`config.mk`:
```
export PLATFORM = sky130hd
export DESIGN_NAME = i2s_audio_tx_flat
export DESIGN_NICKNAME = d
export VERILOG_FILES = /design/src/rtl/i2s_audio_tx_if.sv /design/src/rtl/i2s_audio_tx.sv /design/src/flat_wrapper.sv
export SDC_FILE = /design/constraint.sdc
export NUM_CORES = 1
export LEC_CHECK = 0
export CAP_MARGIN = 20
export CORE_MARGIN = 4
export CORE_UTILIZATION = 50
export DETAILED_ROUTE_END_ITERATION = 16
export PLACE_DENSITY = 0.83
export SLEW_MARGIN = 20
export SYNTH_ARGS = -nofsm -noshare
export SYNTH_HDL_FRONTEND = slang
export SYNTH_SLANG_ARGS = --single-unit
```
`constraint.sdc`:
```
create_clock -name clk -period 3.9 [get_ports clk]
set_clock_uncertainty 0.15 [all_clocks]
set_input_delay 0.39 -clock clk [delete_from_list [all_inputs] [get_ports clk]]
set_output_delay 0.39 -clock clk [all_outputs]
set_load 0.03 [all_outputs]
```
`src/rtl/i2s_audio_tx_if.sv`:
```
// i2s_audio_tx_if
// Groups the sample-side inputs and the I2S/strobe outputs of i2s_audio_tx.
//   ena, mute            run request and mute, sampled at frame start
//   audio_l, audio_r     16-bit two's complement stereo pair
//   i2s_bclk/lrclk/data  Philips I2S stream toward the DAC
//   sample_strobe        one-clk pulse on the latch cycle
// slave  : the transmitter (consumes samples, drives the I2S pins)
// master : the sample source / observer
interface i2s_audio_tx_if;
    logic        ena;
    logic        mute;
    logic [15:0] audio_l;
    logic [15:0] audio_r;
    logic        i2s_bclk;
    logic        i2s_lrclk;
    logic        i2s_data;
    logic        sample_strobe;

    modport slave (
        input  ena, mute, audio_l, audio_r,
        output i2s_bclk, i2s_lrclk, i2s_data, sample_strobe
    );

    modport master (
        output ena, mute, audio_l, audio_r,
        input  i2s_bclk, i2s_lrclk, i2s_data, sample_strobe
    );
endinterface

```
`src/rtl/i2s_audio_tx.sv`:
```
// i2s_audio_tx
// Serialises a 16-bit stereo pair into a Philips I2S stream with 64 BCLK per
// frame (32-bit slots). BCLK is clk divided by 2*CLKDIV; both channels are
// latched together once per frame.
//   CLKDIV    clk cycles per BCLK half-period (2..255)
//   clk       system clock
//   reset_in  asynchronous active-low reset
//   bus       i2s_audio_tx_if.slave (ena, mute, audio_l/r in; I2S pins and
//             sample_strobe out)
//
// state | meaning
// IDLE  | outputs held low, waiting for ena
// RUN   | dividing clk, shifting out the current frame
module i2s_audio_tx #(
    parameter int unsigned CLKDIV = 18
) (
    input  logic           clk,
    input  logic           reset_in,
    i2s_audio_tx_if.slave  bus
);

    typedef enum logic {
        IDLE = 1'b0,
        RUN  = 1'b1
    } state_t;

    localparam logic [7:0] DIV_LAST = 8'(CLKDIV - 1);
    localparam logic [5:0] CNT_LAST = 6'd63;

    state_t      state_q,  state_d;
    logic [7:0]  div_q,    div_d;
    logic [5:0]  bit_cnt_q, bit_cnt_d;
    logic [15:0] hold_l_q, hold_l_d;
    logic [15:0] hold_r_q, hold_r_d;
    logic        bclk_q,   bclk_d;
    logic        lrclk_q,  lrclk_d;
    logic        data_q,   data_d;
    logic        strobe_q, strobe_d;

    logic        frame_start;
    logic [5:0]  n_next;
    logic [4:0]  k_next;
    logic [3:0]  bit_idx;
    logic [15:0] slot_sample;
    logic        next_bit;

    // Data for the position the counter is about to move to. k=1..16 carries
    // the sample MSB first; k=0 and k=17..31 are padding.
    always_comb begin
        n_next      = bit_cnt_q + 6'd1;
        k_next      = n_next[4:0];
        bit_idx     = 4'(5'd16 - k_next);
        slot_sample = n_next[5] ? hold_r_q : hold_l_q;
        next_bit    = 1'b0;
        if ((k_next >= 5'd1) && (k_next <= 5'd16)) begin
            next_bit = slot_sample[bit_idx];
        end
    end

    always_comb begin
        state_d     = state_q;
        div_d       = div_q;
        bit_cnt_d   = bit_cnt_q;
        hold_l_d    = hold_l_q;
        hold_r_d    = hold_r_q;
        bclk_d      = bclk_q;
        lrclk_d     = lrclk_q;
        data_d      = data_q;
        strobe_d    = 1'b0;
        frame_start = 1'b0;

        case (state_q)
            IDLE: begin
                if (bus.ena) begin
                    frame_start = 1'b1;
                end
            end
            RUN: begin
                if (div_q == DIV_LAST) begin
                    div_d  = 8'd0;
                    bclk_d = ~bclk_q;
                    // bclk_q high here means this wrap is a falling event
                    if (bclk_q) begin
                        if (bit_cnt_q != CNT_LAST) begin
                            bit_cnt_d = n_next;
                            lrclk_d   = n_next[5];
                            data_d    = next_bit;
                        end else if (bus.ena) begin
                            frame_start = 1'b1;
                        end else begin
                            state_d   = IDLE;
                            bit_cnt_d = CNT_LAST;
                            lrclk_d   = 1'b0;
                            data_d    = 1'b0;
                        end
                    end
                end else begin
                    div_d = div_q + 8'd1;
                end
            end
            default: begin
                state_d = IDLE;
            end
        endcase

        // Inputs are only looked at here, so mid-frame changes never reach
        // the frame in progress.
        if (frame_start) begin
            state_d   = RUN;
            div_d     = 8'd0;
            bit_cnt_d = 6'd0;
            hold_l_d  = bus.mute ? 16'd0 : bus.audio_l;
            hold_r_d  = bus.mute ? 16'd0 : bus.audio_r;
            strobe_d  = 1'b1;
            bclk_d    = 1'b0;
            lrclk_d   = 1'b0;
            data_d    = 1'b0;
        end
    end

    always_ff @(posedge clk or negedge reset_in) begin
        if (!reset_in) begin
            state_q   <= IDLE;
            div_q     <= 8'd0;
            bit_cnt_q <= CNT_LAST;
            hold_l_q  <= 16'd0;
            hold_r_q  <= 16'd0;
            bclk_q    <= 1'b0;
            lrclk_q   <= 1'b0;
            data_q    <= 1'b0;
            strobe_q  <= 1'b0;
        end else begin
            state_q   <= state_d;
            div_q     <= div_d;
            bit_cnt_q <= bit_cnt_d;
            hold_l_q  <= hold_l_d;
            hold_r_q  <= hold_r_d;
            bclk_q    <= bclk_d;
            lrclk_q   <= lrclk_d;
            data_q    <= data_d;
            strobe_q  <= strobe_d;
        end
    end

    assign bus.i2s_bclk      = bclk_q;
    assign bus.i2s_lrclk     = lrclk_q;
    assign bus.i2s_data      = data_q;
    assign bus.sample_strobe = strobe_q;

endmodule
```
`src/flat_wrapper.sv`:
```
// flat-port wrapper written by rule: the top's interface ports become plain ports
module i2s_audio_tx_flat 
#(
    parameter int unsigned CLKDIV = 18
)
  (clk, reset_in, bus_ena, bus_mute, bus_audio_l, bus_audio_r, bus_i2s_bclk, bus_i2s_lrclk, bus_i2s_data, bus_sample_strobe);
  i2s_audio_tx_if bus_i ();
  input  logic clk;
  input  logic reset_in;
  input wire logic [$bits(bus_i.ena)-1:0] bus_ena;
  input wire logic [$bits(bus_i.mute)-1:0] bus_mute;
  input wire logic [$bits(bus_i.audio_l)-1:0] bus_audio_l;
  input wire logic [$bits(bus_i.audio_r)-1:0] bus_audio_r;
  output wire logic [$bits(bus_i.i2s_bclk)-1:0] bus_i2s_bclk;
  output wire logic [$bits(bus_i.i2s_lrclk)-1:0] bus_i2s_lrclk;
  output wire logic [$bits(bus_i.i2s_data)-1:0] bus_i2s_data;
  output wire logic [$bits(bus_i.sample_strobe)-1:0] bus_sample_strobe;
  assign bus_i.ena = bus_ena;
  assign bus_i.mute = bus_mute;
  assign bus_i.audio_l = bus_audio_l;
  assign bus_i.audio_r = bus_audio_r;
  assign bus_i2s_bclk = bus_i.i2s_bclk;
  assign bus_i2s_lrclk = bus_i.i2s_lrclk;
  assign bus_i2s_data = bus_i.i2s_data;
  assign bus_sample_strobe = bus_i.sample_strobe;
  i2s_audio_tx #(.CLKDIV(CLKDIV)) u_core (.clk(clk), .reset_in(reset_in), .bus(bus_i));
endmodule
```
==> flow_summary.toml <==
[cts]
clock-sinks = 51
cts_tree = "done"
post_cts_buffers = 0
cts_buffers = 5
clk_pin_slew_ps = 100
clk_latency_ps = 310
clockBufferDepth = 2
ctsResizeCount = 0
ctsHoldBuffers = 0
htree_levels = 2
clock-root-buffer = "clkbuf_8"

[pwr]
seqPwrFrac_pct = 46.2
power_switching_uw = 591
p_leak_uw = 0.00138
combPwrFrac_pct = 34.3
p_sw_share_pct = 37.1
p_clk_share_pct = 19.5
internal_power_uw = 1000
peakVddDrop_mv = 0.245
powerDensity_mw_per_mm2 = 471

[finish]
nets = 401
fin_util_pct = 60.7
drive_gt1_share_pct = 8.56
diodes = 0
syn_to_final_growth_pct = 16.4
layout_common_cells = "55 x o21ai_0, 48 x nand2_1, 45 x dfrtp_1"
layout_commonest_cell = "o21ai_0"

[drt]
drt_iter0_drc = 243
vias = 2423
via_per_inst = 5.58
wl_met2_um = 3090
ant_nets = 0
firstDrtPassIters = 4
drc_errors = 0
wl_per_cell_um = 15.2
routed_wirelength_um = 6600
wl_met1_um = 3020
top_layer_used = "met4"
wl_met3_um = 316

[worst_setup_path]
r2r_start = "u_core.bit_cnt_q[0]"
reg2reg_to = "u_core.bus.i2s_data"
cp.required_ps = 3970
crit_family = "simple AND/OR/NAND/NOR gates"
cp_cell_sequence = "inv_1 > ha_1 > or3b_2 > o21ai_1 > a22o_1 > or4b_1 > o21a_1 > a221oi_2"
cp.depth = 8
rrSetupSlack_ps = 740
cp-end-kind = "register"
cpMaxStageDelayCell = "dfstp_2"
cp_data_arrival_time_ps = 3230
critPathBufInv = 1
cp-start-kind = "register"
crit_type = "register to register"
reg2reg_depth = 8
crit_path_max_incr_delay_ps = 680
crit_fanout = 18

[timing]
period_needed_ps = 3160
max_freq_mhz = 316
period_share_pct = 81.1
worst_slew_pin_slew_ps = 776
maxSlewViolCount = 0
rsz0062_at_grt = "no"
setup_viol = 0
hold_viol = 45
holdWs_ps = -45.2
relSlewSlack_pct = 48.1
tns_ps = 0

[synthesis]
synth_edf_count = 0
yosys_warnings = 0
syn_inst = 337
mappedNetlistArea_mm2 = 0.00291
synth_fp_nets = 377
seq_area_frac_synth_pct = 44.2
synthDistinctLibCells = 50
async_reset_ff_share_pct = 100
syn_area_per_cell_um2 = 8.62
ys_ff_latch = 51
synth-main-ff-cell = "dfrtp_1"

[grt]
grt_usage_pct = 19.3
overflow = 0
grt_pass1_vias = 2361
grt_max_degree = 72
antenna_found_initial = 0
grt_pass1_wl_um = 11200

[run_status]
status = "finished, violations left"
failed_checks = "negative hold slack"

[die]
fp.dieW_um = 84.2
row_count = 27
core_mm2 = 0.00557
die_height_um = 84.2
start_util_pct = 52.1
dieArea_mm2 = 0.00710
ios = 40

[place]
io_buffers = 39
place_hpwl_um = 4760
gp_congestion = 1.00

[hold_path]
hp-class = "input port to async pin"

[run]
maxCapViolCount = 0
==> through the flow <==
stage                     cell area [µm²]  setup WS [ps]  cells  total power (µW)
after floorplan                      2910           1210    337              1120
after global placement               3290            846    426              1270
after detailed placement             3290            791    426              1290
after CTS                            3380            757    434              1600
after global routing                 3380            529    434              1700
final                                3380            739    434              1590
==> cell families after synthesis <==
kind of cell	Yosys count	share of synthesized area (%)
xor gates and xnor gates	6	1.81
adders and majority gates	4	1.72
muxes	6	2.97
buffers and inverters	32	4.78
AOI/OAI and AO/OA	95	18.8
and+or+nand+nor	143	25.8
DFF	51	44.2
==> worst reg2reg max path, cell delays in order (launching register included) <==
cell and delay, ps:
dfstp_2 680, inv_1 150, ha_1 670, or3b_2 260, o21ai_1 60, a22o_1 240
or4b_1 500, o21a_1 200, a221oi_2 160
==> how the worst max path moves through the flow <==
stage / startpoint / endpoint
2_1_floorplan: u_core.bit_cnt_q[0] / u_core.bus.i2s_data
4_1_cts: u_core.bit_cnt_q[0] / u_core.bus.i2s_data
6_report: u_core.bit_cnt_q[0] / u_core.bus.i2s_data
3_5_place_dp: u_core.bit_cnt_q[0] / u_core.bus.i2s_data
5_1_grt: u_core.bit_cnt_q[0] / u_core.bus.i2s_data
3_3_place_gp: u_core.bit_cnt_q[0] / u_core.bus.i2s_data
==> cell usage after synthesis (3+ instances only) <==
master,count,area (µm²)
buf_4,3,22.5
mux2i_1,3,30.0
dfrtp_1,45,1130
nand3_1,10,50.1
xor2_1,4,35.0
inv_1,8,30.0
nor4_1,3,18.8
or2_2,3,18.8
and3_1,6,37.5
clkbuf_1,15,56.3
nor3_1,3,15.0
nor2_1,17,63.8
a31oi_1,4,25.0
a211oi_1,4,30.0
dfstp_2,6,158
nand2b_1,34,213
nand4_1,5,31.3
o21ai_0,55,275
buf_2,6,30.0
ha_1,4,50.1
or3_1,3,18.8
a21oi_1,16,80.1
nand2_1,48,180
==> cell type report <==
class	count	area [µm²]
clock buffers	5	68.8
flip-flops and latches	51	1280
inverters	8	30.0
well taps	72	90.1
clock inverters	3	20.0
fillers	499	2190
multi-input cells	254	1490
repair buffers	41	403
==> registers in the layout, summed over array words and instances (netlist names), 6 cells and up <==
name and flops:
u_core.hold_l_q 16, u_core.div_q 8, u_core.hold_r_q 16, u_core.bit_cnt_q 6
==> metal layers <==
metal,up-vias,track usage [%]
met2,71,30.3
li1,1215,-
met3,13,2.65
met5,-,0
met1,1124,26.9
met4,0,7.75
==> power groups by stage <==
stage | clock (µW) | sequential, µW | combinational (µW)
2_1_floorplan | 0 | 724 | 397
3_3_place_gp | 0 | 736 | 536
3_5_place_dp | 0 | 744 | 543
4_1_cts | 318 | 734 | 545
5_1_grt | 341 | 748 | 615
6_report | 310 | 736 | 546
No activity file was read; power rests on OpenSTA's default activity.
